==> src/rtl/console_pkg.sv <==
// Shared constants for the console transmit buffer:
// register map, status layout and drain FSM states.
package console_pkg;

  localparam int CON_W = 32;

  localparam logic ADDR_TXDATA = 1'b0;
  localparam logic ADDR_STATUS = 1'b1;

  localparam int ST_FULL      = 0;
  localparam int ST_EMPTY     = 1;
  localparam int ST_OVF       = 2;
  localparam int ST_COUNT_LSB = 8;

  typedef enum logic {
    S_IDLE,
    S_WAIT
  } con_state_e;

endpackage

==> src/rtl/sync_fifo.sv <==
// Single-clock FIFO with occupancy count; a push while full
// is taken only when a pop lands on the same edge.
module sync_fifo #(
  parameter int W  = 8,
  parameter int AW = 4
) (
  input  logic          clk_i,
  input  logic          reset_i,
  input  logic          push_i,
  input  logic [W-1:0]  data_i,
  input  logic          pop_i,
  output logic [W-1:0]  data_o,
  output logic          full_o,
  output logic          empty_o,
  output logic [AW:0]   count_o
);

  localparam int DEPTH = 1 << AW;

  logic [W-1:0]  mem_q [DEPTH];
  logic [AW-1:0] wr_ptr_q, wr_ptr_d;
  logic [AW-1:0] rd_ptr_q, rd_ptr_d;
  logic [AW:0]   count_q, count_d;
  logic          wr_en, rd_en;

  assign full_o  = (count_q == (AW+1)'(DEPTH));
  assign empty_o = (count_q == '0);
  assign count_o = count_q;
  assign data_o  = mem_q[rd_ptr_q];

  always_comb begin
    rd_en    = pop_i && !empty_o;
    wr_en    = push_i && (!full_o || rd_en);
    wr_ptr_d = wr_ptr_q + AW'(wr_en);
    rd_ptr_d = rd_ptr_q + AW'(rd_en);
    count_d  = count_q + (AW+1)'(wr_en) - (AW+1)'(rd_en);
  end

  always_ff @(posedge clk_i) begin
    if (reset_i) begin
      wr_ptr_q <= '0;
      rd_ptr_q <= '0;
      count_q  <= '0;
    end else begin
      wr_ptr_q <= wr_ptr_d;
      rd_ptr_q <= rd_ptr_d;
      count_q  <= count_d;
    end
  end

  always_ff @(posedge clk_i) begin
    if (wr_en) mem_q[wr_ptr_q] <= data_i;
  end

endmodule

==> src/rtl/console_tx_buffer.sv <==
// CPU-facing character buffer that drains into the console
// one word per stb/ack transaction.
module console_tx_buffer
  import console_pkg::*;
#(
  parameter int DEPTH_LOG2 = 4,
  parameter int DATA_W     = 8
) (
  input  logic              i_clk,
  input  logic              i_reset,
  input  logic              i_wb_stb,
  input  logic              i_wb_we,
  input  logic              i_wb_addr,
  input  logic [31:0]       i_wb_data,
  output logic [31:0]       o_wb_data,
  output logic              o_wb_ack,
  output logic              o_wb_stall,
  output logic              o_con_stb,
  output logic [CON_W-1:0]  o_con_data,
  input  logic              i_con_ack,
  input  logic              i_con_stall
);

  con_state_e          state_q, state_d;
  logic                ack_q;
  logic [31:0]         rdata_q, rdata_d;
  logic                stb_q, stb_d;
  logic [CON_W-1:0]    cdata_q, cdata_d;
  logic                ovf_q, ovf_d;

  logic                wr_txd, wr_st, rd_st;
  logic                pop;
  logic                full, empty;
  logic [DATA_W-1:0]   head;
  logic [DEPTH_LOG2:0] count;
  logic [31:0]         status;
  logic                unused_hi;

  assign unused_hi = ^i_wb_data[31:DATA_W];

  sync_fifo #(
    .W  (DATA_W),
    .AW (DEPTH_LOG2)
  ) u_fifo (
    .clk_i   (i_clk),
    .reset_i (i_reset),
    .push_i  (wr_txd),
    .data_i  (i_wb_data[DATA_W-1:0]),
    .pop_i   (pop),
    .data_o  (head),
    .full_o  (full),
    .empty_o (empty),
    .count_o (count)
  );

  always_comb begin
    wr_txd = i_wb_stb && i_wb_we && (i_wb_addr == ADDR_TXDATA);
    wr_st  = i_wb_stb && i_wb_we && (i_wb_addr == ADDR_STATUS);
    rd_st  = i_wb_stb && !i_wb_we && (i_wb_addr == ADDR_STATUS);
    pop    = (state_q == S_IDLE) && !empty && !i_con_stall;

    status = '0;
    status[ST_FULL]  = full;
    status[ST_EMPTY] = empty;
    status[ST_OVF]   = ovf_q;
    status[ST_COUNT_LSB +: DEPTH_LOG2+1] = count;

    rdata_d = rd_st ? status : '0;

    // a dropped push outranks a same-edge clear
    ovf_d = ovf_q;
    if (wr_st && i_wb_data[ST_OVF]) ovf_d = 1'b0;
    if (wr_txd && full && !pop)     ovf_d = 1'b1;
  end

  always_comb begin
    state_d = state_q;
    stb_d   = 1'b0;
    cdata_d = cdata_q;
    case (state_q)
      S_IDLE: begin
        if (pop) begin
          stb_d   = 1'b1;
          cdata_d = CON_W'(head);
          state_d = S_WAIT;
        end
      end
      S_WAIT: begin
        if (i_con_ack) state_d = S_IDLE;
      end
    endcase
  end

  always_ff @(posedge i_clk) begin
    if (i_reset) begin
      state_q <= S_IDLE;
      ack_q   <= 1'b0;
      rdata_q <= '0;
      stb_q   <= 1'b0;
      cdata_q <= '0;
      ovf_q   <= 1'b0;
    end else begin
      state_q <= state_d;
      ack_q   <= i_wb_stb;
      rdata_q <= rdata_d;
      stb_q   <= stb_d;
      cdata_q <= cdata_d;
      ovf_q   <= ovf_d;
    end
  end

  assign o_wb_ack   = ack_q;
  assign o_wb_data  = rdata_q;
  assign o_wb_stall = 1'b0;
  assign o_con_stb  = stb_q;
  assign o_con_data = cdata_q;

endmodule

==> config.mk <==
export PLATFORM = sky130hd
export DESIGN_NAME = console_tx_buffer
export DESIGN_NICKNAME = d
export VERILOG_FILES = /design/src/rtl/console_pkg.sv /design/src/rtl/sync_fifo.sv /design/src/rtl/console_tx_buffer.sv
export SDC_FILE = /design/constraint.sdc
export NUM_CORES = 1
export LEC_CHECK = 0
export CAP_MARGIN = 20
export CORE_MARGIN = 8
export CORE_UTILIZATION = 49
export DETAILED_ROUTE_END_ITERATION = 16
export PLACE_DENSITY = 0.74
export REMOVE_ABC_BUFFERS = 1
export SYNTH_ARGS = -nofsm -noshare
export SYNTH_HDL_FRONTEND = slang
export SYNTH_HIERARCHICAL = 1
export SYNTH_SLANG_ARGS = --single-unit
export TNS_END_PERCENT = 30
==> constraint.sdc <==
create_clock -name i_clk -period 3.6 [get_ports i_clk]
set_clock_uncertainty 0.1 [all_clocks]
set_input_delay 0.72 -clock i_clk [delete_from_list [all_inputs] [get_ports i_clk]]
set_output_delay 0.72 -clock i_clk [all_outputs]
set_load 0.02 [all_outputs]
==> flow_summary.toml, run 1 <==
[power]
internal-power_mw = 3.56
p_comb_frac = 0.193
seqPwrFrac = 0.452
power_density_nw_per_um2 = 626
pwr-share-clk = 0.355
netSwitchingFraction = 0.259
p_switching_mw = 1.24
ir_worst_vdd_v = 0.000429
leakage_nw = 2.67

[setup_path]
worstSetupPathType = "reg2reg"
r2r_cells = 13
critPathCapture = "u_fifo/count_o[4]$_SDFF_PP0_"
worstSetupStartpoint = "u_fifo/count_o[2]$_SDFF_PP0_"
critPathMaxFanout = 12
cp_data_arrival_time_ns = 3.19
worstSetupEndpointType = "flip-flop"
worstReg2RegStart = "u_fifo/count_o[2]$_SDFF_PP0_"
startpoint_type = "flip-flop"
timing.rr.end = "u_fifo/count_o[4]$_SDFF_PP0_"
r2r_slack_ns = 0.64
cp.required_ns = 3.84

[worst_hold_path]
holdPathStages = 2
hp-class = "reg2reg"

[die]
die_w_um = 133
die_h_um = 133
core_area_um2 = 13300
die_area_um2 = 17700
initial_core_util = 0.504
ioPinCount = 106
rows = 42

[drt]
wl_per_cell_um = 19.2
viasPerCell = 5.35
wl_met1_mm = 5.01
vias = 3476
remaining_drc_errors = 0
dr.pass1.iters = 4
drt_iter0_drc = 229
met2_length_mm = 5.93
top_layer = "met4"
antenna_left = 0
wl_mm = 12.5
wl_met3_mm = 1.26

[synthesis]
yosys.area.top_type = "edfxtp_1"
yosys_warnings = 6
avgSynthCellArea_um2 = 16.4
yosysSeqAreaShare = 0.672
synth_area_um2 = 6710
synth-xor-area-share = 0.00914
synthDominantCellAreaShare = 0.573
synth-seq-cells = 161
synth.area.top_cells = "edfxtp_1 (57%), dfxtp_1 (9.9%), mux4_1 (7.1%)"
synth_flop_cell = "edfxtp_1"
synthAdderAreaFrac = 0.0198
synth-edff-count = 128
synth.distinct_cells = 42
synth_compound_area_frac = 0.0326
synth_top_family_by_area = "multiplexers"
synth_cells = 409
muxShareOfSynthArea = 0.118
synth-simple-area-share = 0.0701
async_flop_share = 0

[grt]
grtUsageTotal = 0.146
grt-ovfl-total = 0
grt_pass1_vias = 3486
antenna_found_initial = 0
grt_max_degree = 35
grt_pass1_wl_mm = 19.3

[job]
maxCapViolCount = 0

[sta]
setup_viol = 0
fin_crit_sh = 0.821
finalCriticalPeriod_ns = 2.96
tightest_slew_ns = 0.681
finalHoldViolCount = 0
final.setup.tns_ns = 0
fin_ws_ns = 0.643
fmax_ghz = 0.338
rsz0062_at_grt = "false"
max-slew-margin-rel = 0.544
maxSlewViolCount = 0

[finish]
antenna_cells = 0
area_growth_pct = 14.2
layout_commonest_cell = "edfxtp_1"
final_cell_mix = "edfxtp_1 (128), conb_1 (49), clkdlybuf4s50_1 (32), dfxtp_1 (32), nand2_1 (27)"
utilization = 0.576
layout.nets = 511
final_layout_size_suffix_gt1_frac = 0.148

[clocking]
cts_setup_buffers = 0
cts-root-to-sink-buffers = 2
cts_inserted_buffers = 17
ctsResizeCount = 0
cts_hold_buf = 0
htree_levels = 4
cts.sinks = 161
clk_pin_slew_ns = 0.06
tritoncts = "done"
insertion_delay_ns = 0.42
ctsRootBufferMaster = "clkbuf_16"

[place]
dpl_worst_slack_ns = 0.442
dp_hpwl_mm = 8.10
portBuffers = 32
place_congestion = 0.756

[status]
status = "complete, no violations"
-- critical path: stages (launching register included) --
cell and delay, ns:
dfxtp_1 0.32, inv_1 0.08, ha_1 0.18, nor4b_2 0.43, or3_4 0.32, clkinv_4 0.12, o21ai_1 0.15, ha_1 0.18
inv_1 0.05, fa_1 0.37, nor2b_1 0.18, o21bai_1 0.11, nand3_1 0.09, nor3b_1 0.18
-- cells by family (layout without fill, tap and decap cells) --
group           after synthesis  count (layout)
buf+inv                      74              91
fa+ha+maj                    10              10
xor+xnor                      7               7
simple gates                 92              92
mux                          32              32
compound gates               32              32
other cells                   1              49
flops                       161             161
-- Yosys cell counts (2+ instances only) --
cell	n
edfxtp_1	128
buf_4	51
dfxtp_1	33
nand2_1	27
nor2_1	22
mux4_1	18
a22oi_1	16
mux4_2	14
a21oi_1	9
and2_1	9
ha_1	9
nor2b_1	9
inv_1	8
nor3_1	5
buf_6	4
nand2b_1	4
nand3_1	4
xnor2_1	4
buf_2	3
clkbuf_1	3
clkdlybuf4s25_2	3
xor2_1	3
a21oi_2	2
and3b_1	2
nand3b_1	2
-- stage by stage --
stage	instance area, um^2	instances	hold WS (ns)	power (mW)
global placement	7100	619	0.341	3.11
finish	7660	650	0.359	4.80
global route	7660	650	0.376	5.02
CTS	7660	650	0.357	4.84
floorplan	6400	392	0.331	2.84
detailed placement	7100	619	0.345	3.13
-- sequential cells by signal (all words and copies together) (netlist names) --
name	cells
ovf_q	1
u_fifo/rd_ptr_q	4
state_q	1
o_wb_data	8
o_con_data	8
u_fifo/wr_ptr_q	4
o_con_stb	1
u_fifo/mem_q	128
u_fifo/count_o	5
o_wb_ack	1
-- metal layers --
| metal | vias up | global-route usage |
|---|---|---|
| met3 | 22 | 0.0526 |
| met1 | 1716 | 0.176 |
| met5 | - | 0 |
| li1 | 1555 | - |
| met2 | 183 | 0.228 |
| met4 | 0 | 0.0719 |
-- worst min-delay path by stage --
stage	from	endpoint	slack, ns
after floorplan	ovf_q$_SDFFE_PP0P_	o_wb_data[2]$_SDFF_PP0_	0.33
after global placement	ovf_q$_SDFFE_PP0P_	o_wb_data[2]$_SDFF_PP0_	0.34
after detailed placement	ovf_q$_SDFFE_PP0P_	o_wb_data[2]$_SDFF_PP0_	0.35
after CTS	o_con_data[2]$_SDFFE_PP0P_	o_con_data[2]$_SDFFE_PP0P_	0.36
after global routing	o_con_data[1]$_SDFFE_PP0P_	o_con_data[1]$_SDFFE_PP0P_	0.38
final	o_con_data[1]$_SDFFE_PP0P_	o_con_data[1]$_SDFFE_PP0P_	0.36
-- power by group through the flow --
stage,clock network (mW),registers [mW],logic [mW]
after global placement,0,2.20,0.903
after CTS,1.73,2.17,0.934
after global routing,1.82,2.18,1.02
after floorplan,0,2.27,0.576
final,1.70,2.17,0.928
after detailed placement,0,2.21,0.924
-- final cells by class --
cell class	count	area, um^2
clock buffers	18	429
clock inverters	13	136
fillers	1031	5630
inverters	9	38.8
multi-input cells	222	1860
flip-flops and latches	161	4510
well taps	176	220
repair buffers	51	475
Power figures use the tool's default switching activity.
==> run 2, diff against run 1 <==
CORE_UTILIZATION = 48   (was 49)
PLACE_DENSITY = 0.75   (was 0.74)
clock period = 2.62 ns   (was 3.6 ns; I/O delays follow)
==> flow_summary.toml, run 2 (synthesis gave the netlist of run 1 again) <==
[sta]
setup_viol = 0
max-slew-margin-rel = 0.560
tightest_slew_ns = 0.658
fin_crit_sh = 0.965
finalHoldViolCount = 0
maxSlewViolCount = 0
fmax_ghz = 0.395
finalCriticalPeriod_ns = 2.53
rsz0062_at_grt = "true"

[power]
internal-power_mw = 5.35
p_comb_frac = 0.221
power_density_nw_per_um2 = 901
leakage_nw = 2.82
pwr-share-clk = 0.365
netSwitchingFraction = 0.253
seqPwrFrac = 0.414
ir_worst_vdd_v = 0.000628
p_switching_mw = 1.81
power_mw = 7.15

[clocking]
cts_inserted_buffers = 17
clk_pin_slew_ns = 0.06
cts-root-to-sink-buffers = 2
insertion_delay_ns = 0.42
ctsRootBufferMaster = "clkbuf_16"
tritoncts = "done"
cts.sinks = 161
htree_levels = 4

[place]
dp_cells = 642
place_congestion = 0.753
dp_hpwl_mm = 8.33
portBuffers = 32

[setup_path]
cp_data_arrival_time_ns = 2.72
critPathMaxFanout = 5
cp.required_ns = 2.81
worstSetupEndpointType = "flip-flop"
worstSetupPathType = "reg2reg"
startpoint_type = "flip-flop"

[die]
rows = 43
core_area_um2 = 13800
die_h_um = 134
die_area_um2 = 18000
ioPinCount = 106
initial_core_util = 0.487
die_w_um = 134

[finish]
final_layout_size_suffix_gt1_frac = 0.209
final_cell_mix = "edfxtp_1 (128), conb_1 (49), buf_4 (38)"
largest_register = "u_fifo/mem_q"
largest_reg_flops = 128
layout.nets = 531
utilization = 0.576
instances_no_fill = 673
area_growth_pct = 18.3
antenna_cells = 0
layout_commonest_cell = "edfxtp_1"

[grt]
grt.busiest_layer = "met2"
grt_use_met3 = 0.0449
grt_max_degree = 35
grt_pass1_wl_mm = 19.5
groute.layer.met2.usage = 0.228
grtUsageTotal = 0.145
grt-ovfl-total = 0
grt_pass1_vias = 3485
gr-usage-met1 = 0.186
antenna_found_initial = 0

[drt]
dr.pass1.iters = 5
wl_per_cell_um = 19.4
viasPerCell = 5.29
vias = 3558
wl_mm = 13.1
antenna_left = 0
drt_iter0_drc = 271
remaining_drc_errors = 0

[worst_hold_path]
hp-class = "reg2reg"

[status]
status = "complete, no violations"

[job]
maxCapViolCount = 0
-- run 2: cell count changes in the layout (fill, tap and decap cells not counted), moves of 2 or more --
cell / previous run / this run
bufinv_16: 2 / 5
buf_4: 18 / 38
inv_2: 0 / 3
inv_6: 2 / 0
dfxtp_1: 32 / 30
dfxtp_2: 1 / 3
ha_1: 9 / 7
inv_1: 8 / 5
-- run 2: layout make-up --
| cell class | instances | area (um^2) |
|---|---|---|
| fillers | 1010 | 5840 |
| flip-flops and latches | 161 | 4510 |
| multi-input cells | 222 | 1920 |
| repair buffers | 71 | 626 |
| clock buffers | 19 | 433 |
| well taps | 180 | 225 |
| clock inverters | 11 | 189 |
| inverters | 9 | 38.8 |
-- run 2: worst max-delay path, stage by stage, from the launching register on --
cell and delay [ns]:
dfxtp_2 0.33, inv_2 0.05, ha_4 0.15, nor4b_4 0.13, or3_4 0.41, clkinv_4 0.07
nand2_2 0.05, o21ai_2 0.06, ha_2 0.20, inv_2 0.04, fa_2 0.38, nor2b_4 0.16
o21bai_4 0.07, a21oi_2 0.15, nor3b_2 0.06
-- run 2: power groups by stage --
stage          Combinational (mW)  Sequential, mW  Clock (mW)
2_1_floorplan               0.792            3.11           0
5_1_grt                      1.71            2.97        2.74
6_report                     1.58            2.96        2.61
3_5_place_dp                 1.45            3.00           0
3_3_place_gp                 1.41            3.00           0
4_1_cts                      1.50            2.96        2.66
-- run 2: per-stage QoR --
stage | setup WS [ns] | hold slack, ns | setup TNS, ns | area (um^2)
2_1_floorplan | -0.116 | 0.331 | -3.38 | 6400
3_3_place_gp | -0.214 | 0.347 | -0.689 | 7240
3_5_place_dp | -0.280 | 0.349 | -1.47 | 7240
4_1_cts | 0.0276 | 0.358 | 0 | 7900
5_1_grt | -0.00931 | 0.371 | -0.0138 | 7940
6_report | 0.0907 | 0.355 | 0 | 7940
-- run 2: what timing repair did --
| item | 4_1_cts | 5_1_grt |
|---|---|---|
| setup endpoints to repair | 1 | 2 |
| buffers inserted | 1 | 0 |
| hold buffers | 0 | 0 |
| endpoints found under the hold margin | 0 | 0 |
| pin swaps | 5 | 7 |
| gates resized for setup | 7 | 11 |
-- run 2: layer usage --
| metal | vias up | share of wire |
|---|---|---|
| li1 | 1588 | - |
| met2 | 178 | 0.47 |
| met4 | 0 | 0.0091 |
| met3 | 12 | 0.097 |
| met1 | 1780 | 0.42 |
| met5 | - | 0 |
-- run 2: path summary, 6_finish.rpt --
check | to | cells past startpoint | startpoint | slack, ns
hold reg to reg | o_con_data[7]$_SDFFE_PP0P_ | 2 | o_con_data[7]$_SDFFE_PP0P_ | 0.36
setup reg to reg | u_fifo/count_o[4]$_SDFF_PP0_ | 14 | u_fifo/count_o[2]$_SDFF_PP0_ | 0.09
setup / recovery | u_fifo/count_o[4]$_SDFF_PP0_ | 14 | u_fifo/count_o[2]$_SDFF_PP0_ | 0.09
hold / removal | o_con_data[7]$_SDFFE_PP0P_ | 2 | o_con_data[7]$_SDFFE_PP0P_ | 0.36
